`src/rtl/contador_bcd_n.sv`:
```
// contador_bcd_n: N-digit up/down BCD counter with programmable terminal
// value, wrap/saturate boundaries, parallel load and low-count auto-reload.
// Single clock domain; every output is registered.

// One BCD digit of the step chain: +1/-1 when cin is set, ripples carry/borrow.
module contador_bcd_digito (
  input  logic       inc,
  input  logic [3:0] d,
  input  logic       cin,
  output logic [3:0] nxt,
  output logic       cout
);
  // Digit step: 9->0 carries going up, 0->9 borrows going down.
  always_comb begin
    nxt  = d;
    cout = 1'b0;
    if (cin) begin
      if (inc) begin
        cout = (d == 4'd9);
        nxt  = cout ? 4'd0 : d + 4'd1;
      end else begin
        cout = (d == 4'd0);
        nxt  = cout ? 4'd9 : d - 4'd1;
      end
    end
  end
endmodule

module contador_bcd_n #(
  parameter int DIGITOS   = 2,
  parameter int MAX       = 99,
  parameter int MODO      = 0,
  parameter int REPOR_LIM = 5,
  parameter int REPOR_VAL = 25
) (
  input  logic                 clock,
  input  logic                 reset,
  input  logic                 en,
  input  logic                 inc,
  input  logic                 carga,
  input  logic [4*DIGITOS-1:0] valor_carga,
  input  logic                 auto_repor,
  output logic [4*DIGITOS-1:0] valor,
  output logic                 eh_max,
  output logic                 eh_zero,
  output logic                 fim,
  output logic                 erro
);
  localparam int W = 4*DIGITOS;

  // Decimal integer -> packed BCD, nibble 0 = units.
  function automatic logic [W-1:0] to_bcd(input int v);
    logic [W-1:0] r;
    int t;
    r = '0;
    t = v;
    for (int i = 0; i < DIGITOS; i++) begin
      r[4*i +: 4] = 4'(t % 10);
      t = t / 10;
    end
    return r;
  endfunction

  // Valid BCD vectors order the same way as their decimal values, so all
  // limit comparisons are done directly on the BCD encoding.
  localparam logic [W-1:0] MAX_BCD = to_bcd(MAX);
  localparam logic [W-1:0] LIM_BCD = to_bcd(REPOR_LIM);
  localparam logic [W-1:0] VAL_BCD = to_bcd(REPOR_VAL);

  if (DIGITOS < 1 || DIGITOS > 4) begin : g_err_dig
    $error("contador_bcd_n: DIGITOS must be 1..4");
  end
  if (MAX < 1 || MAX > 10**DIGITOS - 1) begin : g_err_max
    $error("contador_bcd_n: MAX out of range for DIGITOS");
  end
  if (MODO != 0 && MODO != 1) begin : g_err_modo
    $error("contador_bcd_n: MODO must be 0 or 1");
  end
  if (REPOR_VAL > MAX || REPOR_VAL < REPOR_LIM || REPOR_LIM < 0) begin : g_err_repor
    $error("contador_bcd_n: need REPOR_LIM <= REPOR_VAL <= MAX");
  end

  logic [W-1:0]     passo;
  logic [DIGITOS:0] carry;
  logic             borda;
  logic             carga_ok;
  logic [W-1:0]     valor_nxt;
  logic             fim_nxt;
  logic             erro_nxt;

  assign carry[0] = 1'b1;

  for (genvar g = 0; g < DIGITOS; g++) begin : g_dig
    contador_bcd_digito u_dig (
      .inc  (inc),
      .d    (valor[4*g +: 4]),
      .cin  (carry[g]),
      .nxt  (passo[4*g +: 4]),
      .cout (carry[g+1])
    );
  end

  // Borrow out of the top digit means every digit was 0; up-limit is MAX,
  // which need not be all nines.
  assign borda = inc ? (valor == MAX_BCD) : carry[DIGITOS];

  // Load accepted only for well-formed BCD not above MAX.
  always_comb begin
    carga_ok = (valor_carga <= MAX_BCD);
    for (int i = 0; i < DIGITOS; i++)
      if (valor_carga[4*i +: 4] > 4'd9) carga_ok = 1'b0;
  end

  // Next state: carga > auto-reload > step > hold (reset handled in the flop).
  always_comb begin
    valor_nxt = valor;
    fim_nxt   = 1'b0;
    erro_nxt  = 1'b0;
    if (carga) begin
      if (carga_ok) valor_nxt = valor_carga;
      else          erro_nxt  = 1'b1;
    end else if (auto_repor && (REPOR_LIM > 0) && (valor < LIM_BCD)) begin
      valor_nxt = VAL_BCD;
    end else if (en) begin
      if (borda) begin
        fim_nxt = 1'b1;
        if (MODO == 0) valor_nxt = inc ? '0 : MAX_BCD;
      end else begin
        valor_nxt = passo;
      end
    end
  end

  // State and flags registered together so the flags never glitch against valor.
  always_ff @(posedge clock) begin
    if (reset) begin
      valor   <= '0;
      fim     <= 1'b0;
      erro    <= 1'b0;
      eh_max  <= 1'b0;
      eh_zero <= 1'b1;
    end else begin
      valor   <= valor_nxt;
      fim     <= fim_nxt;
      erro    <= erro_nxt;
      eh_max  <= (valor_nxt == MAX_BCD);
      eh_zero <= (valor_nxt == '0);
    end
  end
endmodule

```
`config.mk`:
```
export PLATFORM = sky130hd
export DESIGN_NAME = contador_bcd_n
export DESIGN_NICKNAME = d
export VERILOG_FILES = /design/src/rtl/contador_bcd_n.sv
export SDC_FILE = /design/constraint.sdc
export NUM_CORES = 1
export LEC_CHECK = 0
export ABC_AREA = 1
export CORE_UTILIZATION = 50
export CTS_CLUSTER_SIZE = 20
export DETAILED_ROUTE_END_ITERATION = 16
export PLACE_DENSITY_LB_ADDON = 0.12
export RECOVER_POWER = 25
export SLEW_MARGIN = 10
export SYNTH_ARGS = -nofsm -noshare
export SYNTH_HDL_FRONTEND = slang
export SYNTH_SLANG_ARGS = --single-unit
```
`constraint.sdc`:
```
create_clock -name clock -period 2.06 [get_ports clock]
set_input_delay 0.206 -clock clock [delete_from_list [all_inputs] [get_ports clock]]
set_output_delay 0.206 -clock clock [all_outputs]
set_load 0.05 [all_outputs]
```
# [Yosys cells after proc, flatten, opt, wreduce, memory -nomap -nowiden]
# Index checks and enable logic that the tools add are counted.
[classes] n_mul=0 shift=0 addsub=4 bitwise_logic=2 order_cmp=4 muxes=20 n_eq_ne=4 n_reduce_logical=6 n_div=0
[op_table] cell="$mux W8" count=6
[op_table] cell="$mux W4" count=7
[op_table] cell="$eq A8 B8 Y1 const B" count=2
[op_table] cell="$add A4 B1 Y4 const B" count=2
[op_table] cell="$eq A4 B4 Y1 const B" count=2
[op_table] cell="$gt A4 B4 Y1 const B" count=2
[op_table] cell="$le A8 B8 Y1 const B" count=1
[op_table] cell="$logic_not A4 Y1" count=2
[op_table] cell="$logic_not A8 Y1" count=1
[op_table] cell="$lt A8 B3 Y1 const B" count=1
[op_table] cell="$sub A4 B1 Y4 const B" count=2
[op_table] cell="$mux W1" count=7
[op_table] cell="$reduce_or A4 Y1" count=1
[op_table] cell="$not A1 Y1" count=2
[op_table] cell="$reduce_or A2 Y1" count=1
[op_table] cell="$logic_and A1 B1 Y1" count=1
[word_totals] word_cells=45 mem_count=0 latchBits=0 register_bits=12 romBits=0 ram_bits=0

# [Depth between registers and ports, before layout]
[logic_depth] word_depth=9 ltp_mapped=16 depth_no_buf=16

# [Cells and area by module]
# A second synthesis with hierarchy kept.
[unflattened] hier_cells=242 hier_area_um2=1325.0
[modules_own_cells] mod="contador_bcd_n" area_per_inst_um2=902.1 cells_each=150 seq_area_each_um2=240.2 instances=1
[modules_own_cells] mod="contador_bcd_digito" area_per_inst_um2=211.5 cells_each=46 seq_area_each_um2=0.0 instances=2

# [Worst setup path before layout]
# Ideal clock, no wire load.
[synth_timing] kind="register to register" start="register valor[4]" end="register eh_max" setup_time_ns=0.062 path_stages_with_launch=15 arrival_ns=2.071 synth_period_minus_slack_ns=2.132 path_slack_ns=-0.072 cell_sequence="dfxtp_1 inv_1 ha_1 or2_2 nand2_1 nand2_1 nand2_1 nand2_1 nand2_1 nand2_1 nand2_2 nand3_2 nor2_2 inv_1 nor2_2"
[synth_via] elab_chain_cells=9 word_cells_on_any_way=19 cone_classes="2 x add/sub; 1 x order compare; 3 x eq/ne; 11 x mux; 2 x reduce/logical"
[synth_rtl] item="start, declared" line="43" text="output logic [4*DIGITOS-1:0] valor,"
[synth_rtl] item="start signal, assigned" line="143" text="valor <= valor_nxt;"
[synth_rtl] item="$sub A4 B1 Y4, or another cell as far along" line="23" text="nxt = cout ? 4'd9 : d - 4'd1;"
[synth_rtl] item="$mux W4 (on tied branches)" line="23, 20"
[synth_rtl] item="$mux W4" line="18" text="if (inc) begin"
[synth_rtl] item="$mux W4" line="17" text="if (cin) begin"
[synth_rtl] item="$mux W8" line="125" text="if (borda) begin"
[synth_rtl] item="$mux W8" line="124" text="end else if (en) begin"
[synth_rtl] item="$mux W8" line="122" text="end else if (auto_repor && (REPOR_LIM > 0) && (valor < LIM_BCD)) begin"
[synth_rtl] item="$mux W8 (*)" line="119" text="if (carga) begin"
[synth_rtl] item="$eq A8 B8 Y1 (*)" line="146" text="eh_max <= (valor_nxt == MAX_BCD);"
[synth_rtl] item="end signal, assigned" line="146"
[synth_rtl] item="end, declared" line="44" text="output logic eh_max,"
# Mark *: on every way between the ends. The rest lies on a longest branch, timed or not.
# A chain may end at the register's enable or synchronous reset.

# [Worst setup path after layout]
[layout_timing] start="register valor[6]" end="output port valor[6]"
# No word-level cell between the ends.

==> impl_metrics.ini <==
[yosys]
synth_ff_type = dfxtp_1
yosys_warnings = 0
synth_edf_count = 0
synth-seq-area-share_pct = 19.9
async_flop_share_pct = 0
synth-seq-cells = 12
synth_area_um2 = 1210
syn_nets = 227
synthesis.instances = 206
avgSynthCellArea_um2 = 5.87
synth_cell_types = 28

[power_and_ir_drop]
total_power_mw = 0.839
switching_power_mw = 0.369
switching_share_pct = 43.9
power_density_nw_per_um2 = 558
p_seq_share_pct = 33.3
p_leak_nw = 0.755
clkPwrFrac_pct = 16.8
pwr-share-comb_pct = 49.9
intPower_mw = 0.471
ir_drop_uv = 389

[critical_path]
critical_path_class = reg2out
worst-path-buf-inv = 1
critical_path.cell_chain = clkdlybuf4s50_1
cp.arrival_ns = 1.69
reg2reg_from = valor[1]$_SDFF_PP0_
critPathCaptureType = output port
crit_start = valor[6]$_SDFF_PP0_
critPathSlowestCell = clkdlybuf4s50_1
crit_fanout = 11
cpLargestDelayFamily = buffers and inverters
worstPathRequired_ns = 1.85
worstSetupStartpointType = flip-flop
cpPeakStageDelay_ns = 0.88

[drt]
drtIter0Drc = 40
drc = 0
via_per_inst = 5.08
ant_nets = 0
vias = 1315
firstDrtPassIters = 4
drt-total-wl_mm = 2.95
wire_per_inst_um = 11.4

[floorplan]
coreArea_um2 = 2250
num_rows = 17
die_w_um = 51.2
ioPinCount = 26
die_area_um2 = 2620
initial_utilization_pct = 53.6
dieHeight_um = 51.2

[clock_tree]
cts_root_buf = clkbuf_4
cts_sinks = 12
cts-buffers-inserted = 3
cts.repair.resized = 0
cts_hold_buf = 0
cts_buffer_depth = 2
path_clk_slew_ns = 0.07
htreeDepth = 1
cts_setup_buffers = 0
cts_tree = built
clkLatencyLatePin_ns = 0.27

[cells_and_area]
drive_gt1_share_pct = 17.3
fin_area_um2 = 1500
fin_cells = 259
final_nets = 254
areaGrowthSynthToFinish_pct = 24.4
num_antenna_cells = 0
final_util_pct = 66.7

[timing]
finClkSkew_ns = 0.00628
finalHoldViolCount = 0
tightest_slew_ns = 0.504
period_needed_ns = 1.89
tns_ns = 0
fin_crit_sh_pct = 91.8
hold_ws_ns = 0.669
fmax_mhz = 529
maxSlewViolCount = 0
slew_headroom_pct = 66.3
rsz0062_at_grt = false
setup_viol = 0
setup_ws_ns = 0.168

[place]
dpl.hpwl_mm = 2.38
io_buffers = 25
place_area_um2 = 1470
gp_congestion = 0.927
preCtsSetupSlack_ns = 0.141
placedCellCount = 256

[min_path]
hold_class = in2reg
worstHoldStart = valor_carga[0]

[outcome]
outcome = completed

[job]
maxCapViolations = 0

[grt]
grt_max_degree = 12
antenna_found_initial = 0
grt_pass1_vias = 1154
grtUsageTotal_pct = 25.2
grt_pass1_wl_mm = 4.96
grt.overflow.total = 0
==> state kept, by name, summed over array words and instances, names as in the netlist <==
name / cells
eh_max: 1
erro: 1
valor: 8
fim: 1
eh_zero: 1
==> worst register-to-register path, cell delays in order, from the launching register on <==
cell and delay [ns]:
dfxtp_4 0.38, inv_1 0.09, ha_1 0.24, inv_1 0.10
nand2_1 0.07, nand2_1 0.07, nand2_1 0.06, nand2_2 0.10
nand2_2 0.08, a21oi_1 0.13, nand2_1 0.08, nand2_1 0.09
nand2_1 0.06, nor2_1 0.09, nand2_1 0.07, nor2_2 0.10
==> final cells by class <==
class | count | area (µm²)
tap | 28 | 35.0
fill | 227 | 751
clock buffer | 3 | 22.5
multi-input combinational | 160 | 821
inverter | 28 | 105
sequential | 12 | 248
timing repair buffer | 28 | 273
==> final timing paths <==
| path | to | slack, ns | cells past startpoint |
|---|---|---|---|
| max | valor[6] | 0.17 | 1 |
| min | valor[0]$_SDFF_PP0_ | 0.67 | 5 |
| max reg2reg | eh_max$_SDFF_PP0_ | 0.19 | 15 |
| min reg2reg | valor[4]$_SDFF_PP0_ | 0.71 | 4 |
==> layout by cell type (no fill, tap or decap), drive strengths merged, types with 2 or more instances in the layout <==
| master | n |
|---|---|
| nand2 | 79 |
| inv | 28 |
| nand3 | 22 |
| nor2 | 22 |
| clkdlybuf4s50 | 21 |
| dfxtp | 12 |
| a21oi | 9 |
| o21ai | 9 |
| ha | 7 |
| nand4 | 4 |
| dlygate4sd3 | 4 |
| o211ai | 3 |
| clkbuf | 3 |
| buf | 3 |
| or2 | 2 |
==> power by group through the flow <==
stage               clock, mW  combinational [mW]  sequential, mW
floorplan                   0               0.246           0.338
finish                  0.141               0.419           0.279
global placement            0               0.409           0.283
detailed placement          0               0.414           0.284
global route            0.153               0.464           0.283
CTS                     0.144               0.416           0.279
==> logic make-up (layout without fill, tap and decap cells) <==
group / count (synthesis) / after routing / synth area share (%)
compound gates: 22 / 22 / 11.3
xor+xnor: 1 / 1 / 0.725
fa+ha+maj: 7 / 7 / 7.25
buf+inv: 34 / 59 / 12.5
flops: 12 / 12 / 19.9
simple gates: 130 / 130 / 48.3
==> Yosys cell counts, drive strengths merged (2+ instances only) <==
cell type / count / area, µm²
buf: 4 / 28.8
o211ai: 3 / 22.5
nand3: 22 / 133
dfxtp: 12 / 240
inv: 28 / 105
a21oi: 9 / 60.1
nor2: 22 / 90.1
ha: 7 / 87.6
nand2: 79 / 317
or2: 2 / 15.0
nand4: 4 / 25.0
o21ai: 9 / 45.0
clkbuf: 2 / 17.5
==> routing by layer <==
metal	part of all wire, %	wire (µm)	track usage [%]
met1	46	1350	34.6
met2	45	1340	41.2
met3	7.6	225	2.08
met4	1.4	41	8.33
met5	0	0	0
No activity file was read; power rests on OpenSTA's default activity.
